File: config.mk
export PLATFORM = sky130hd
export DESIGN_NAME = hs4_tx_bridge
export DESIGN_NICKNAME = d
export VERILOG_FILES = /design/src/rtl/hs4_pkg.sv /design/src/rtl/sync_nff.sv /design/src/rtl/hs4_tx_bridge.sv
export SDC_FILE = /design/constraint.sdc
export NUM_CORES = 1
export LEC_CHECK = 0
export ABC_CLOCK_PERIOD_IN_PS = 6500
export CAP_MARGIN = 10
export CELL_PAD_IN_SITES_DETAIL_PLACEMENT = 1
export CELL_PAD_IN_SITES_GLOBAL_PLACEMENT = 2
export CORE_MARGIN = 1
export CORE_UTILIZATION = 44
export CTS_BUF_LIST = sky130_fd_sc_hd__clkbuf_4
export CTS_CLUSTER_DIAMETER = 60
export CTS_CLUSTER_SIZE = 28
export DETAILED_ROUTE_END_ITERATION = 10
export PLACE_DENSITY_LB_ADDON = 0.25
export SKIP_CTS_REPAIR_TIMING = 1
export SLEW_MARGIN = 25
export SYNTH_ARGS = -nofsm -noshare
export SYNTH_HDL_FRONTEND = slang
export SYNTH_SLANG_ARGS = --single-unit
File: constraint.sdc
create_clock -name clk -period 6.5 [get_ports clk]
set_input_delay 1.3 -clock clk [delete_from_list [all_inputs] [get_ports clk]]
set_output_delay 1.3 -clock clk [all_outputs]
set_load 0.02 [all_outputs]
File: src/rtl/hs4_pkg.sv
// hs4_pkg: state encoding and helpers shared by the 4-phase bundled-data bridges.
`default_nettype none

package hs4_pkg;

  localparam logic [1:0] IDLE   = 2'd0;
  localparam logic [1:0] SETUP  = 2'd1;
  localparam logic [1:0] REQ_HI = 2'd2;
  localparam logic [1:0] REQ_LO = 2'd3;

  function automatic int clog2(input int n);
    int r;
    r = 0;
    for (int i = 0; i < 32; i++) begin
      if ((1 << r) < n) r = r + 1;
    end
    return r;
  endfunction

endpackage

`default_nettype wire

File: src/rtl/sync_nff.sv
// sync_nff: STAGES-deep single-bit synchroniser, synchronous active-low reset to 0.
`default_nettype none

module sync_nff #(
  parameter int STAGES = 2
) (
  input  logic clk,
  input  logic rstn,
  input  logic d,
  output logic q
);

  logic [STAGES-1:0] ff;

  always_ff @(posedge clk) begin
    if (!rstn) ff <= '0;
    else       ff <= {ff[STAGES-2:0], d};
  end

  assign q = ff[STAGES-1];

endmodule

`default_nettype wire

File: src/rtl/hs4_tx_bridge.sv
// hs4_tx_bridge: valid/ready source into a 4-phase bundled-data req/ack channel,
// with a small FIFO, programmable bundling margin and synchronised ack.
`default_nettype none

module hs4_tx_bridge
  import hs4_pkg::*;
#(
  parameter int WIDTH       = 8,
  parameter int DEPTH       = 4,
  parameter int SYNC_STAGES = 2,
  parameter int SETUP_CYC   = 2
) (
  input  logic                     clk,
  input  logic                     rstn,
  input  logic                     in_valid,
  output logic                     in_ready,
  input  logic [WIDTH-1:0]         in_data,
  output logic                     req_o,
  output logic [WIDTH-1:0]         data_o,
  input  logic                     ack_i,
  output logic                     busy,
  output logic [$clog2(DEPTH):0]   count
);

  localparam int AW    = clog2(DEPTH);
  localparam int CW    = AW + 1;
  localparam int CNT_W = (SETUP_CYC > 1) ? clog2(SETUP_CYC) : 1;

  logic [WIDTH-1:0] mem [DEPTH];
  logic [AW-1:0]    wr_ptr;
  logic [AW-1:0]    rd_ptr;
  logic [1:0]       state;
  logic [CNT_W-1:0] cnt;
  logic             ack_s;
  logic             push;
  logic             pop;

  sync_nff #(
    .STAGES (SYNC_STAGES)
  ) u_ack_sync (
    .clk  (clk),
    .rstn (rstn),
    .d    (ack_i),
    .q    (ack_s)
  );

  // Ready is derived from the registered count only, so a full FIFO never
  // accepts a word even when the FSM pops on the same edge.
  assign in_ready = rstn && (count < CW'(DEPTH));
  assign push     = in_valid && in_ready;
  assign pop      = (state == IDLE) && (count != '0) && !ack_s;
  assign busy     = (state != IDLE) || (count != '0);

  always_ff @(posedge clk) begin
    if (push) mem[wr_ptr] <= in_data;
  end

  always_ff @(posedge clk) begin
    if (!rstn) begin
      wr_ptr <= '0;
      rd_ptr <= '0;
      count  <= '0;
    end else begin
      if (push) wr_ptr <= wr_ptr + 1'b1;
      if (pop)  rd_ptr <= rd_ptr + 1'b1;
      case ({push, pop})
        2'b10:   count <= count + 1'b1;
        2'b01:   count <= count - 1'b1;
        default: count <= count;
      endcase
    end
  end

  // data_o is only loaded on IDLE->SETUP, which keeps the bundle stable from
  // the setup window until the receiver has released ack.
  always_ff @(posedge clk) begin
    if (!rstn) begin
      state  <= IDLE;
      req_o  <= 1'b0;
      data_o <= '0;
      cnt    <= '0;
    end else begin
      case (state)
        IDLE: begin
          if (pop) begin
            data_o <= mem[rd_ptr];
            cnt    <= CNT_W'(SETUP_CYC - 1);
            state  <= SETUP;
          end
        end
        SETUP: begin
          if (cnt == '0) begin
            req_o <= 1'b1;
            state <= REQ_HI;
          end else begin
            cnt <= cnt - 1'b1;
          end
        end
        REQ_HI: begin
          if (ack_s) begin
            req_o <= 1'b0;
            state <= REQ_LO;
          end
        end
        REQ_LO: begin
          if (!ack_s) state <= IDLE;
        end
        default: begin
          req_o <= 1'b0;
          state <= IDLE;
        end
      endcase
    end
  end

endmodule

`default_nettype wire

==> impl_metrics.csv, run 1 <==
group,metric,value,unit
sta,slew_violations,0,
hold_path,min_from,"u_ack_sync.ff[0]",
grt,grt_pass1_vias,1377,
floorplanning,core.rowCount,25,
clock_tree,cts_tree,"yes",
detailed_routing,viasPerCell,5.13,
sta,fmax,226,MHz
logic_synthesis,syn_nets,175,
clock_tree,insertion_delay,370,ps
floorplanning,io_pins,26,
sta,setup_ws,2070,ps
worst_setup_path,max_stage_delay,850,ps
finish,fin_area,0.00261,mm²
finish,area_delta_synth_final,17.6,%
power,power_density,391,mW/mm²
worst_setup_path,crit_path_cell_trace,"clkdlybuf4s50_1 > inv_2 > nor2_1 > clkdlybuf4s50_1",
logic_synthesis,synthArstFlopShare,0,%
worst_setup_path,crit_path_start_kind,"input pin",
worst_setup_path,r2r_start,"state[0]",
flow_run,max_cap_viol_count,0,
logic_synthesis,ys.flop_type,"edfxtp_1",
worst_setup_path,regToRegEndpoint,"count[2]",
floorplanning,die-height,73.0,µm
clock_tree,ctsLongestPathBuffers,2,
placed_design,dp_slack,2040,ps
worst_setup_path,critPathCaptureType,"output pin",
finish,drive_gt1_share,8.33,%
sta,period_needed,4430,ps
floorplanning,die_x,73.0,µm
detailed_routing,dr.pass1.iters,4,
clock_tree,clk_pin_slew,150,ps
finish,final_util,54.5,%
placed_design,io_buffer_count,25,
clock_tree,htree_num_levels,2,
status,status,"finished clean",
detailed_routing,wl_met3,118,µm
worst_setup_path,cp_common_cell,"clkdlybuf4s50_1",
logic_synthesis,avgSynthCellArea,14.6,µm²
sta,finalHoldViolCount,0,
power,p_leak,0.894,nW
sta,fin_setup_tns,0,ps
logic_synthesis,synth-edff-count,32,
worst_setup_path,critPathSlowestCell,"clkdlybuf4s50_1",
logic_synthesis,synth_seq_cells,53,
detailed_routing,met2_length,2250,µm
grt,grt.total_usage,17.7,%
logic_synthesis,yosysSeqAreaShare,62.3,%
power,finalPower,0.00102,W
worst_setup_path,path_delay_family,"buffers and inverters",
floorplanning,start_util,46.3,%
finish,antenna_cells,0,
detailed_routing,ant_nets,0,
placed_design,hpwl,3020,µm
detailed_routing,vias,1267,
worst_setup_path,arrival,3130,ps
grt,overflow,0,
finish,nNetsFinal,202,
placed_design,place_area,0.00252,mm²
clock_tree,cts_buffers,5,
detailed_routing,drtIter0Drc,56,
power,ir_drop,175,µV
sta,relSlewSlack,60.1,%
floorplanning,dieArea,0.00532,mm²
grt,grt_pass1_wl,6670,µm
sta,fin_crit_sh,68.1,%
floorplanning,fp.coreArea,0.00479,mm²
sta,grt_setup_unrepaired,"no",
worst_setup_path,crit_type,"input pin to output pin",
grt,grt_max_degree,18,
hold_path,whs_path_depth,1,
detailed_routing,met1_length,1670,µm
placed_design,place_congestion,0.834,
worst_setup_path,cp.required,5200,ps
worst_setup_path,reg2reg_slack,3850,ps
clock_tree,cts_sinks,53,
logic_synthesis,netlist-cell-type-count,31,
sta,finalSetupViolCount,0,
clock_tree,clock-root-buffer,"clkbuf_4",
detailed_routing,drc,0,
sta,tightestPinTransition,596,ps
sta,finClkSkew,7.37,ps
hold_path,min_to,"u_ack_sync.ff[1]",
worst_setup_path,cp_max_fo,17,
detailed_routing,wire_per_inst,16.5,µm
grt,antenna_found_initial,0,
detailed_routing,wirelength,4080,µm
detailed_routing,highest_layer,"met4",
worst_setup_path,cp_num_buf_inv,3,
logic_synthesis,synthCells,152,
logic_synthesis,yosysWarnings,0,
worst_setup_path,reg2regPathDepth,10,
hold_path,min_path_type,"register to register",
logic_synthesis,synth_area,0.00222,mm²
routing by layer:
metal,track usage [%],vias up
met5,0,-
met4,5.88,0
met3,4.70,4
met2,33.4,21
met1,18.9,629
li1,-,613
worst max path at each step:
stage / startpoint / endpoint / slack (ps) / depth (start not counted)
6_report: rstn / in_ready / 2070 / 4
5_1_grt: rstn / in_ready / 1940 / 4
4_1_cts: rstn / in_ready / 2040 / 4
3_5_place_dp: rstn / in_ready / 2040 / 4
3_3_place_gp: rstn / in_ready / 2110 / 4
2_1_floorplan: rstn / in_ready / 3380 / 3
stage by stage:
step | instances | hold slack (ps)
2_1_floorplan | 152 | 412
3_3_place_gp | 239 | 422
3_5_place_dp | 239 | 428
4_1_cts | 247 | 466
5_1_grt | 247 | 475
6_report | 247 | 457
synth_stat cells (all sizes together) (2+ instances only):
master	number	share of area [%]
edfxtp	32	43
o2bb2ai	8	3.2
and2	6	1.7
inv	11	1.9
xor2	2	0.79
o31ai	2	0.68
mux2i	3	1.4
mux4	8	9.5
ha	10	5.6
clkbuf	2	0.34
nand2	14	2.4
o21a	2	0.68
a21oi	6	1.4
buf	3	0.90
o21ai	3	0.68
nand2b	2	0.56
dfxtp	21	19
nor2	6	1.1
nor3	2	0.90
or3	2	0.56
cell usage in the layout (no fill, tap or decap), types with 2 or more instances in the layout:
cell type and instances:
and2_1 6, nand2_1 14, inv_2 2, o21ai_0 3
dfxtp_1 21, o31ai_1 2, a21oi_1 6, or3_1 2
nor2_1 5, mux2i_1 3, nor3_2 2, nand2b_1 2
ha_1 10, mux4_1 8, o21a_1 2, o2bb2ai_1 8
edfxtp_1 32, clkbuf_4 5, inv_1 9, clkdlybuf4s50_1 25
xor2_1 2
logic make-up after synthesis:
kind of cell             Yosys count  synth area share, %
flip-flops                        53                 62.3
AO/OA/AOI/OAI                     22                 6.83
AND/OR/NAND/NOR                   36                 9.15
adder cells (fa/ha/maj)           11                 6.55
XOR/XNOR                           3                 1.19
multiplexers                      11                 10.8
buffers and inverters             16                 3.11
power by group:
group | leakage (nW) | internal [W] | switching (W)
logic | 0.390 | 0.000176 | 0.000198
clock network | 0.0414 | 0.0000816 | 0.000102
registers | 0.463 | 0.000414 | 0.0000474
worst reg2reg max path, delay by kind of cell (launching register included):
family	cells	cell delay, ps
simple gates	3	870
fa+ha+maj	3	870
flops	1	370
buf+inv	2	180
xor+xnor	1	160
compound gates	1	140
flip-flops by register name, indices dropped and copies added, names as in the netlist:
register and cells:
rd_ptr 2, mem 32, u_ack_sync.ff 2, state 2, wr_ptr 2, count 3, cnt 1, req_o 1
data_o 8
final cells by class:
type                            instances  area, µm²
Fill cell                             477       2180
Sequential cell                        53       1380
Multi-Input combinational cell         83        766
Timing Repair Buffer                   25        250
Tap cell                               67       83.8
Clock inverter                          3       46.3
Inverter                               11       41.3
Clock buffer                            5       37.5
(Power assumes the default switching activity.)
==> inputs of run 2 (changes only) <==
--- a/config.mk
+++ b/config.mk
@@ -5,12 +5,12 @@
 export SDC_FILE = /design/constraint.sdc
 export NUM_CORES = 1
 export LEC_CHECK = 0
-export ABC_CLOCK_PERIOD_IN_PS = 6500
+export ABC_CLOCK_PERIOD_IN_PS = 3900
 export CAP_MARGIN = 10
 export CELL_PAD_IN_SITES_DETAIL_PLACEMENT = 1
 export CELL_PAD_IN_SITES_GLOBAL_PLACEMENT = 2
 export CORE_MARGIN = 1
-export CORE_UTILIZATION = 44
+export CORE_UTILIZATION = 37
 export CTS_BUF_LIST = sky130_fd_sc_hd__clkbuf_4
 export CTS_CLUSTER_DIAMETER = 60
 export CTS_CLUSTER_SIZE = 28
==> constraint.sdc (replaced) <==
create_clock -name clk -period 3.9 [get_ports clk]
set_input_delay 0.78 -clock clk [delete_from_list [all_inputs] [get_ports clk]]
set_output_delay 0.78 -clock clk [all_outputs]
set_load 0.02 [all_outputs]
==> impl_metrics.csv, run 2 (synthesis gave the netlist of run 1 again) <==
group,metric,value,unit
status,status,"finished clean",
worst_setup_path,regToRegEndpoint,"count[2]",
detailed_routing,ant_nets,0,
placed_design,place_congestion,0.724,
worst_setup_path,crit_path_start_kind,"input pin",
floorplanning,start_util,39.3,%
finish,top_register,"mem",
sta,fin_crit_sh,78.9,%
sta,tightestPinTransition,604,ps
power,internal-power,0.00105,W
clock_tree,htree_num_levels,2,
floorplanning,die_x,79.4,µm
clock_tree,cts_tree,"yes",
placed_design,hpwl,2980,µm
worst_setup_path,path_depth,4,
worst_setup_path,cp-endpoint,"in_ready",
worst_setup_path,path_delay_family,"buffers and inverters",
flow_run,max_cap_viol_count,0,
sta,period_needed,3080,ps
sta,fmax,325,MHz
power,p_leak,0.889,nW
grt,overflow,0,
finish,antenna_cells,0,
detailed_routing,drc,0,
detailed_routing,vias,1236,
placed_design,dp_slack,827,ps
detailed_routing,wire_per_inst,16.8,µm
detailed_routing,drtIter0Drc,54,
placed_design,place_area,0.00254,mm²
clock_tree,ctsLongestPathBuffers,2,
detailed_routing,viasPerCell,4.89,
worst_setup_path,max_stage_delay,630,ps
detailed_routing,dr.pass1.iters,4,
worst_setup_path,crit_type,"input pin to output pin",
grt,grt_max_degree,17,
sta,setup_ws,823,ps
finish,final_common_cell,"edfxtp_1",
floorplanning,die-height,79.4,µm
power,p_comb_share,38.1,%
clock_tree,clk_pin_slew,140,ps
finish,area_delta_synth_final,16.9,%
floorplanning,dieArea,0.00630,mm²
power,power_density,630,mW/mm²
grt,grt_pass1_wl,6760,µm
finish,largestRegisters,"mem: 32 flops, data_o: 8 flops, count: 3 flops",
clock_tree,insertion_delay,370,ps
worst_setup_path,reg2reg_slack,1270,ps
floorplanning,fp.coreArea,0.00564,mm²
grt,grt_pass1_vias,1334,
worst_setup_path,reg2regPathDepth,10,
sta,grt_setup_unrepaired,"no",
worst_setup_path,cp_num_buf_inv,3,
worst_setup_path,worstSetupStartpoint,"rstn",
sta,hold_ws,461,ps
grt,antenna_found_initial,0,
floorplanning,core.rowCount,27,
finish,final_cell_mix,"edfxtp_1, clkdlybuf4s50_1, dfxtp_1",
clock_tree,cts_sinks,53,
worst_setup_path,cp_common_cell,"clkdlybuf4s50_1",
worst_setup_path,arrival,2300,ps
clock_tree,cts_buffers,5,
sta,relSlewSlack,59.7,%
sta,finalSetupViolCount,0,
sta,fin_setup_tns,0,ps
finish,drive_gt1_share,8.84,%
sta,finalHoldViolCount,0,
worst_setup_path,crit_path_cell_trace,"clkdlybuf4s50_1 > inv_2 > nor2_1 > clkdlybuf4s50_1",
grt,grt.total_usage,14.7,%
placed_design,io_buffer_count,25,
power,ir_drop,249,µV
worst_setup_path,r2r_start,"state[0]",
worst_setup_path,cp.required,3120,ps
worst_setup_path,cp_max_fo,10,
worst_setup_path,critPathSlowestCell,"clkdlybuf4s50_1",
sta,finClkSkew,15.3,ps
power,switching_share,35.7,%
detailed_routing,wirelength,4240,µm
hold_path,min_path_type,"register to register",
power,clkPwrFrac,14.7,%
power,p_sw,0.000583,W
worst_setup_path,critPathCaptureType,"output pin",
clock_tree,clock-root-buffer,"clkbuf_4",
sta,slew_violations,0,
power,seqPwrFrac,47.3,%
finish,largest_reg_flops,32,
floorplanning,io_pins,26,
finish,nNetsFinal,203,
finish,fin_area,0.00259,mm²
==> run 2: cell types whose count changed in the layout (fill, tap and decap cells not counted), sizes merged <==
cell | before | now
buf | 0 | 1
clkinv | 1 | 2
bufinv | 1 | 0
==> run 2: worst min-delay path by stage <==
stage                           startpoint               end  cells after the start
after global routing      u_ack_sync.ff[0]  u_ack_sync.ff[1]                      1
final                     u_ack_sync.ff[0]  u_ack_sync.ff[1]                      1
after global placement    u_ack_sync.ff[0]  u_ack_sync.ff[1]                      1
after CTS                 u_ack_sync.ff[0]  u_ack_sync.ff[1]                      1
after detailed placement  u_ack_sync.ff[0]  u_ack_sync.ff[1]                      1
after floorplan           u_ack_sync.ff[0]  u_ack_sync.ff[1]                      1
==> run 2: power groups by stage <==
stage	combinational, W	clock (W)	sequential [W]
3_3_place_gp	0.000602	0	0.000780
6_report	0.000622	0.000239	0.000772
5_1_grt	0.000687	0.000260	0.000787
2_1_floorplan	0.000361	0	0.000814
3_5_place_dp	0.000629	0	0.000789
4_1_cts	0.000632	0.000249	0.000777
==> run 2: worst register-to-register path: stages, from the launching register on <==
cell and delay, ps:
dfxtp_1 370, inv_1 110, ha_1 200, nand2b_1 170, nor2_2 440, ha_1 280
inv_1 60, fa_1 370, xor2_1 160, or3_1 300, a21oi_1 130
==> run 2: area by class of cell <==
cell class              count  area [µm²]
clock inverters             3        17.5
well taps                  72        90.1
clock buffers               5        37.5
flip-flops and latches     53        1380
repair buffers             26         258
inverters                  11        41.3
multi-input cells          83         766
fillers                   568        3050
==> run 2: stage by stage <==
stage	power (W)	utilization, %	cells
6_report	0.00163	45.9	253
4_1_cts	0.00166	45.9	253
2_1_floorplan	0.00117	-	152
3_3_place_gp	0.00138	45.0	245
3_5_place_dp	0.00142	45.0	245
5_1_grt	0.00173	45.9	253
==> run 2: routing by layer <==
layer  part of all wire [%]  GRT usage, %  up-vias
li1                       -             -      618
met1                     45          17.6      596
met2                     52          27.1       18
met3                    2.7          3.09        4
met4                   0.80          3.27        0
met5                      0             0        -
==> inputs of run 3 (changes only) <==
--- a/config.mk
+++ b/config.mk
@@ -5,7 +5,7 @@
 export SDC_FILE = /design/constraint.sdc
 export NUM_CORES = 1
 export LEC_CHECK = 0
-export ABC_CLOCK_PERIOD_IN_PS = 3900
+export ABC_CLOCK_PERIOD_IN_PS = 2800
 export CAP_MARGIN = 10
 export CELL_PAD_IN_SITES_DETAIL_PLACEMENT = 1
 export CELL_PAD_IN_SITES_GLOBAL_PLACEMENT = 2
==> constraint.sdc (replaced) <==
create_clock -name clk -period 2.8 [get_ports clk]
set_input_delay 0.56 -clock clk [delete_from_list [all_inputs] [get_ports clk]]
set_output_delay 0.56 -clock clk [all_outputs]
set_load 0.02 [all_outputs]
==> impl_metrics.csv, run 3 (synthesis gave the netlist of run 1 again) <==
group,metric,value,unit
power,power_density,880,mW/mm²
placed_design,io_buffer_count,25,
finish,largestRegisters,"mem: 32 flops, data_o: 8 flops, count: 3 flops",
placed_design,place_area,0.00256,mm²
grt,antenna_found_initial,0,
power,ir_drop,375,µV
worst_setup_path,crit_type,"register to output pin",
detailed_routing,drc,0,
sta,finClkSkew,12.5,ps
sta,slew_violations,0,
worst_setup_path,regToRegEndpoint,"count[2]",
sta,tightestPinTransition,565,ps
worst_setup_path,path_delay_family,"buffers and inverters",
floorplanning,io_pins,26,
worst_setup_path,r2r_start,"state[0]",
worst_setup_path,critPathSlowestCell,"clkdlybuf4s50_1",
finish,largest_reg_flops,32,
finish,final_common_cell,"edfxtp_1",
clock_tree,clock-root-buffer,"clkbuf_4",
finish,fin_area,0.00262,mm²
sta,finalSetupViolCount,0,
worst_setup_path,max_stage_delay,550,ps
detailed_routing,ant_nets,0,
placed_design,dp_slack,75.9,ps
detailed_routing,viasPerCell,4.98,
hold_path,min_to,"data_o[4]",
worst_setup_path,crit_path_start_kind,"register",
grt,grt.total_usage,14.6,%
clock_tree,insertion_delay,380,ps
sta,finalHoldViolCount,0,
worst_setup_path,cp.required,2240,ps
floorplanning,core.rowCount,27,
detailed_routing,dr.pass1.iters,4,
sta,relSlewSlack,62.3,%
detailed_routing,wire_per_inst,16.1,µm
worst_setup_path,cp_num_buf_inv,2,
finish,top_register,"mem",
worst_setup_path,reg2regPathDepth,10,
hold_path,min_from,"data_o[4]",
grt,grt_pass1_vias,1347,
worst_setup_path,crit_path_cell_trace,"inv_1 > ha_1 > or4b_4 > clkdlybuf4s50_1",
clock_tree,clk_pin_slew,140,ps
hold_path,whs_path_depth,2,
finish,final_cell_mix,"edfxtp_1, clkdlybuf4s50_1, dfxtp_1",
hold_path,min_path_type,"register to register",
worst_setup_path,arrival,2120,ps
power,p_leak,0.905,nW
sta,period_needed,2680,ps
sta,fin_setup_tns,0,ps
clock_tree,cts_tree,"yes",
sta,fin_crit_sh,95.5,%
flow_run,max_cap_viol_count,0,
detailed_routing,wirelength,4130,µm
worst_setup_path,critPathCaptureType,"output pin",
floorplanning,fp.coreArea,0.00564,mm²
sta,grt_setup_unrepaired,"no",
sta,setup_ws,125,ps
grt,overflow,0,
floorplanning,die_x,79.4,µm
clock_tree,cts_sinks,53,
grt,grt_max_degree,18,
detailed_routing,vias,1276,
finish,antenna_cells,0,
clock_tree,htree_num_levels,2,
detailed_routing,drtIter0Drc,61,
clock_tree,ctsLongestPathBuffers,2,
placed_design,hpwl,2970,µm
grt,grt_pass1_wl,6510,µm
finish,drive_gt1_share,10.3,%
finish,area_delta_synth_final,18.2,%
floorplanning,dieArea,0.00630,mm²
clock_tree,cts_buffers,5,
worst_setup_path,reg2reg_slack,470,ps
floorplanning,die-height,79.4,µm
sta,fmax,374,MHz
placed_design,place_congestion,0.683,
finish,nNetsFinal,206,
status,status,"finished clean",
floorplanning,start_util,39.3,%
worst_setup_path,cp_max_fo,4,
run 3: worst max-delay path by stage:
stage | from | to | slack, ps | cells past startpoint
floorplan | rstn | count[2] | 510 | 10
global placement | rstn | count[2] | 170 | 9
detailed placement | rstn | count[2] | 80 | 9
CTS | state[0] | busy | 90 | 4
global route | state[0] | busy | 20 | 4
finish | state[0] | busy | 120 | 4
run 3: layout make-up:
type                       count  area, µm²
clock inverter                 2       16.3
sequential                    53       1380
tap                           72       90.1
multi-input combinational     83        766
clock buffer                   6       45.0
fill                         558       3020
timing repair buffer          29        280
inverter                      11       41.3
run 3: worst reg2reg max path, cell delays in order, from the launching register on:
cell and delay [ps]:
dfxtp_1 370, inv_1 110, ha_1 210, nand2b_1 170, nor2_2 160, ha_1 200, inv_1 60, fa_1 380
xor2_1 160, or3_1 310, a21oi_1 150
run 3: metrics by stage:
stage	hold slack (ps)	power, W	instances	utilization (%)
after global placement	431	0.00194	248	45.4
final	473	0.00230	256	46.4
after detailed placement	450	0.00199	248	45.4
after CTS	478	0.00234	256	46.4
after global routing	490	0.00246	256	46.4
after floorplan	412	0.00164	152	-
run 3: power breakdown:
| group | switching (W) | leakage (nW) | internal, W |
|---|---|---|---|
| Sequential | 0.000112 | 0.463 | 0.000961 |
| Combinational | 0.000459 | 0.410 | 0.000422 |
| Clock | 0.000240 | 0.0319 | 0.000110 |
| Total | 0.000812 | 0.905 | 0.00149 |
run 3: per-layer routing:
layer / track usage [%] / part of all wire [%]
met2: 26.7 / 53
met1: 15.9 / 43
met4: 3.82 / 0.39
met5: 0 / 0
met3: 4.91 / 3.4
==> RTL change 1, RTL diff (config.mk and constraints of run 2) <==
Set the parameter `DEPTH` to 2 (it was 4).
--- a/src/rtl/hs4_tx_bridge.sv
+++ b/src/rtl/hs4_tx_bridge.sv
@@ -6,7 +6,7 @@
   import hs4_pkg::*;
 #(
   parameter int WIDTH       = 8,
-  parameter int DEPTH       = 4,
+  parameter int DEPTH       = 2,
   parameter int SYNC_STAGES = 2,
   parameter int SETUP_CYC   = 2
 ) (
Interface: changed (resized count); port bits go from 26 to 25. No check against the original RTL was run, so the function may have changed too.
==> RTL change 1 against run 2 <==
  * Cell area down 34%
  * Worst setup slack better by 0.051 ns
  * Sequential cell count down 19
  * Global-route usage down 1.0 points
  * Sequential share of layout area down 4.3 points
  * Via count down 30%
  * Wire length down 45%
  * Area after synthesis down 37%
  * Clock power down 17%
  * Hold slack worse by 0.0047 ns
  * Critical path depth unchanged
  * Synthesized cell count down 30%
  * Power down 23%
  * Critical path type unchanged
  * Combinational power down 16%
==> RTL change 1: results (changes against run 2) <==
status: "complete, no violations"
vias_per_cell: 4.74  # -3.1%
slowest_delay_ns: 0.61  # -0.02 ns
synthMuxAreaShare_pct: 7.22  # -3.6 points
p_leak_nw: 0.703  # -21%
drt_first_iter_violations: 22  # -59%
synth_xor_area_share_pct: 2.53  # +1.3 points
die-area_um2: 4000  # -37%
path_clk_slew_ns: 0.10  # -0.04 ns
rrSetupSlack_ns: 1.74  # +0.47 ns
synth_fp_nets: 124  # -29%
grt_max_degree: 21  # +4
dr.pass1.iters: 3  # -1
grt_pass1_vias: 919  # -31%
hold_path.class: "flip-flop to flip-flop"
period_share_pct: 77.6  # -1.3 points
crit_path_start: "rstn"
fillers: 387  # -32%
synth_fa_ha_area_share_pct: 4.51  # -2.0 points
fin_skew_ns: 0.00833  # -0.00701 ns
io_buffers: 24  # -4.0%
worst_pin_slew_ns: 0.739  # +0.135 ns
ys_seq_area_share_pct: 60.6  # -1.7 points
dp_hpwl_mm: 1.68  # -44%
cp_top_family: "buffers and inverters"
synth_edf_count: 16  # -50%
reg_top3: "mem x16, data_o x8"
grt.total_usage_pct: 13.8  # -1.0 points
ir_drop_mv: 0.254  # +1.7%
yosysUniqueCellTypes: 28  # -9.7%
synthFlopType: "dfxtp_1"
cp-endpoint: "in_ready"
synth_compound_area_share_pct: 10.3  # +3.5 points
wl_per_cell_um: 12.8  # -24%
clock_latency_ns: 0.33  # -0.04 ns
reg2reg_to: "count[1]$_SDFFE_PN0P_"
cp_max_fo: 20  # +10
nets: 152  # -25%
place.gp.congestion: 0.670  # -7.4%
grt_pass1_wl_mm: 3.93  # -42%
grt_antenna_before_repair: 0  # unchanged
synth_common_cells: "dfxtp_1, edfxtp_1, nand2_1"
worstPathArrival_ns: 2.25  # -0.05 ns
ys_top_cells_by_area: "edfxtp_1, dfxtp_1, mux2i_1"
rr_worst_depth: 7  # -3
drive_gt1_share_pct: 11.0  # +2.2 points
==> RTL change 1: changes by cell type in the layout (fill, tap and decap cells not counted), sizes merged, moves of 3 or more <==
cell	run 2	this run
a21oi	6	3
clkbuf	5	8
dfxtp	21	18
edfxtp	32	16
ha	10	5
inv	11	3
mux2i	3	10
mux4	8	0
nor2	6	2
o211a	0	8
o2bb2ai	8	1
xnor2	1	4
==> RTL change 1: power breakdown <==
| part | switching, mW | total [mW] | internal [mW] |
|---|---|---|---|
| registers | 0.0744 | 0.538 | 0.464 |
| logic | 0.253 | 0.520 | 0.267 |
| clock network | 0.105 | 0.198 | 0.0927 |
==> RTL change 1: cells by family after synthesis <==
kind of cell / Yosys count
AOI/OAI and AO/OA: 17
xor gates and xnor gates: 4
adders and majority gates: 5
buffers and inverters: 8
DFF: 34
muxes: 10
and+or+nand+nor: 29
==> RTL change 1: final cells by class <==
| class | count | share of cell area, % |
|---|---|---|
| clock buffers | 8 | 3.50 |
| inverters | 4 | 1.17 |
| multi-input cells | 65 | 28.5 |
| flip-flops and latches | 34 | 49.1 |
| well taps | 46 | 3.36 |
| repair buffers | 25 | 14.5 |
==> RTL change 1: worst min-delay path by stage <==
| stage | from | end | slack, ns | cells past startpoint |
|---|---|---|---|---|
| floorplan | u_ack_sync.ff[0]$_SDFF_PN0_ | u_ack_sync.ff[1]$_SDFF_PN0_ | 0.41 | 1 |
| global placement | u_ack_sync.ff[0]$_SDFF_PN0_ | u_ack_sync.ff[1]$_SDFF_PN0_ | 0.43 | 1 |
| detailed placement | u_ack_sync.ff[0]$_SDFF_PN0_ | u_ack_sync.ff[1]$_SDFF_PN0_ | 0.44 | 1 |
| CTS | u_ack_sync.ff[0]$_SDFF_PN0_ | u_ack_sync.ff[1]$_SDFF_PN0_ | 0.46 | 1 |
| global route | u_ack_sync.ff[0]$_SDFF_PN0_ | u_ack_sync.ff[1]$_SDFF_PN0_ | 0.50 | 1 |
| finish | u_ack_sync.ff[0]$_SDFF_PN0_ | u_ack_sync.ff[1]$_SDFF_PN0_ | 0.46 | 1 |
==> RTL change 1: routing by layer <==
layer	track usage, %	share of wire, %
met4	7.67	2.5
met1	12.4	41
met3	6.34	4.7
met5	0	0
met2	25.0	52
==> RTL change 1: metrics by stage <==
step,hold slack (ns),utilization (%),cells,cell area [um2],worst slack (ns)
after detailed placement,0.436,47.7,174,1650,0.846
after CTS,0.460,49.4,182,1710,0.850
after floorplan,0.412,-,107,1390,1.87
after global placement,0.427,47.7,174,1650,0.880
after global routing,0.497,49.4,182,1710,0.817
final,0.456,49.4,182,1710,0.874
==> RTL change 2, RTL diff (settings of run 2) <==
Made on the original files. Put one more register stage on the output `count`, with the module's reset. The value now appears one clock later. The other outputs are not delayed to match. Comments in the files are not updated.
--- a/src/rtl/hs4_tx_bridge.sv
+++ b/src/rtl/hs4_tx_bridge.sv
@@ -26,6 +26,8 @@
   localparam int CW    = AW + 1;
   localparam int CNT_W = (SETUP_CYC > 1) ? clog2(SETUP_CYC) : 1;
 
+  logic [$clog2(DEPTH):0] count_s0;
+
   logic [WIDTH-1:0] mem [DEPTH];
   logic [AW-1:0]    wr_ptr;
   logic [AW-1:0]    rd_ptr;
@@ -46,10 +48,10 @@
 
   // Ready is derived from the registered count only, so a full FIFO never
   // accepts a word even when the FSM pops on the same edge.
-  assign in_ready = rstn && (count < CW'(DEPTH));
+  assign in_ready = rstn && (count_s0 < CW'(DEPTH));
   assign push     = in_valid && in_ready;
-  assign pop      = (state == IDLE) && (count != '0) && !ack_s;
-  assign busy     = (state != IDLE) || (count != '0);
+  assign pop      = (state == IDLE) && (count_s0 != '0) && !ack_s;
+  assign busy     = (state != IDLE) || (count_s0 != '0);
 
   always_ff @(posedge clk) begin
     if (push) mem[wr_ptr] <= in_data;
@@ -59,14 +61,14 @@
     if (!rstn) begin
       wr_ptr <= '0;
       rd_ptr <= '0;
-      count  <= '0;
+      count_s0 <= '0;
     end else begin
       if (push) wr_ptr <= wr_ptr + 1'b1;
       if (pop)  rd_ptr <= rd_ptr + 1'b1;
       case ({push, pop})
-        2'b10:   count <= count + 1'b1;
-        2'b01:   count <= count - 1'b1;
-        default: count <= count;
+        2'b10:   count_s0 <= count_s0 + 1'b1;
+        2'b01:   count_s0 <= count_s0 - 1'b1;
+        default: count_s0 <= count_s0;
       endcase
     end
   end
@@ -113,6 +115,14 @@
     end
   end
 
+  always_ff @(posedge clk) begin
+    if (!rstn) begin
+      count <= '0;
+    end else begin
+      count <= count_s0;
+    end
+  end
+
 endmodule
 
 `default_nettype wire
Function: changed (a bounded check fails within 4 cycles, from zero or initial values and one cycle with rstn low).
==> RTL change 2 against run 2 <==
  * Sequential cell count grew 3
  * Wire length shrank 3.8%
  * Cell area grew 2.7%
  * Power grew 1.5%
  * Worst setup slack gained 0.0071 ns
  * Area after synthesis grew 3.0%
  * Fmax grew 0.23%
  * Via count grew 4.0%
  * Hold slack gained 0.0049 ns
  * Highest routed layer unchanged
==> RTL change 2: results (changes against run 2) <==
drt_first_iter_violations: 24  # -56%
pg_comb_mw: 0.605  # -3%
wl_met3_um: 139  # +21%
synth_xor_area_share_pct: 1.15  # -0.034 points
synth_compound_area_share_pct: 6.63  # -0.20 points
dpl_worst_slack_ns: 0.809  # -0.0180 ns
fin_skew_ns: 0.0191  # +0.00373 ns
path_clk_slew_ns: 0.16  # +0.02 ns
met1_length_mm: 1.95  # +2.3%
synthMuxAreaShare_pct: 10.5  # -0.32 points
grt_max_degree: 19  # +2
wl_mm: 4.08  # -3.8%
grt_pass1_wl_mm: 6.58  # -2.7%
place.gp.congestion: 0.672  # -7.2%
internal-power_mw: 1.08  # +3.1%
status: "complete, no violations"
cts_htree_levels: 2  # unchanged
ir_drop_mv: 0.271  # +8.5%
ys_seq_area_share_pct: 63.2  # +0.82 points
drive_gt1_share_pct: 6.95  # -1.9 points
num_vias: 1285  # +4.0%
synth_fp_nets: 182  # +4.0%
slew-limit-headroom_pct: 54.3  # -5.3 points
nets: 209  # +3.0%
yosysUniqueCellTypes: 32  # +3.2%
synth_common_cells: "edfxtp_1, dfxtp_1, nand2_1"
synth_fa_ha_area_share_pct: 6.36  # -0.19 points
fillers: 601  # +5.8%
pwr-share-clk_pct: 15.2  # +0.5 points
power.density_nw_per_um2: 623  # -1.2%
vias_per_cell: 4.90  # +0.39%
grt.total_usage_pct: 14.1  # -0.63 points
dp_hpwl_mm: 2.91  # -2.2%
netlist_instances: 159  # +4.6%
met2WireLength_mm: 1.97  # -10%
RTL change 2: routing by layer:
metal / up-vias / global-route usage (%)
met5: - / 0
met1: 624 / 18.7
met4: 0 / 4.82
met3: 2 / 3.75
met2: 22 / 22.2
li1: 637 / -
RTL change 2: path summary, 6_finish.rpt:
path                               startpoint                           to  slack (ns)
hold reg to reg   u_ack_sync.ff[0]$_SDFF_PN0_  u_ack_sync.ff[1]$_SDFF_PN0_        0.47
setup / recovery                         rstn                     in_ready        0.83
hold / removal    u_ack_sync.ff[0]$_SDFF_PN0_  u_ack_sync.ff[1]$_SDFF_PN0_        0.47
setup reg to reg        state[0]$_SDFFE_PN0P_     count_s0[2]$_SDFFE_PN0P_        1.27
RTL change 2: critical path, stage by stage:
cell and delay, ns:
clkdlybuf4s50_1 0.54, inv_1 0.22, nor2_1 0.14, clkdlybuf4s50_1 0.61
RTL change 2: cells by family after synthesis:
family / after synthesis
fa+ha+maj: 11
compound gates: 22
simple gates: 39
buf+inv: 17
xor+xnor: 3
mux: 11
flops: 56
RTL change 2: through the flow:
stage / instance area [um2] / hold WS, ns
after global routing: 2660 / 0.495
after detailed placement: 2600 / 0.434
after CTS: 2660 / 0.475
after global placement: 2600 / 0.437
after floorplan: 2280 / 0.412
final: 2660 / 0.466
RTL change 2: layout make-up:
type | instances | area share (%)
clock buffers | 5 | 1.41
clock inverters | 3 | 0.799
inverters | 11 | 1.55
multi-input cells | 86 | 28.9
flip-flops and latches | 56 | 54.2
well taps | 75 | 3.53
repair buffers | 26 | 9.69
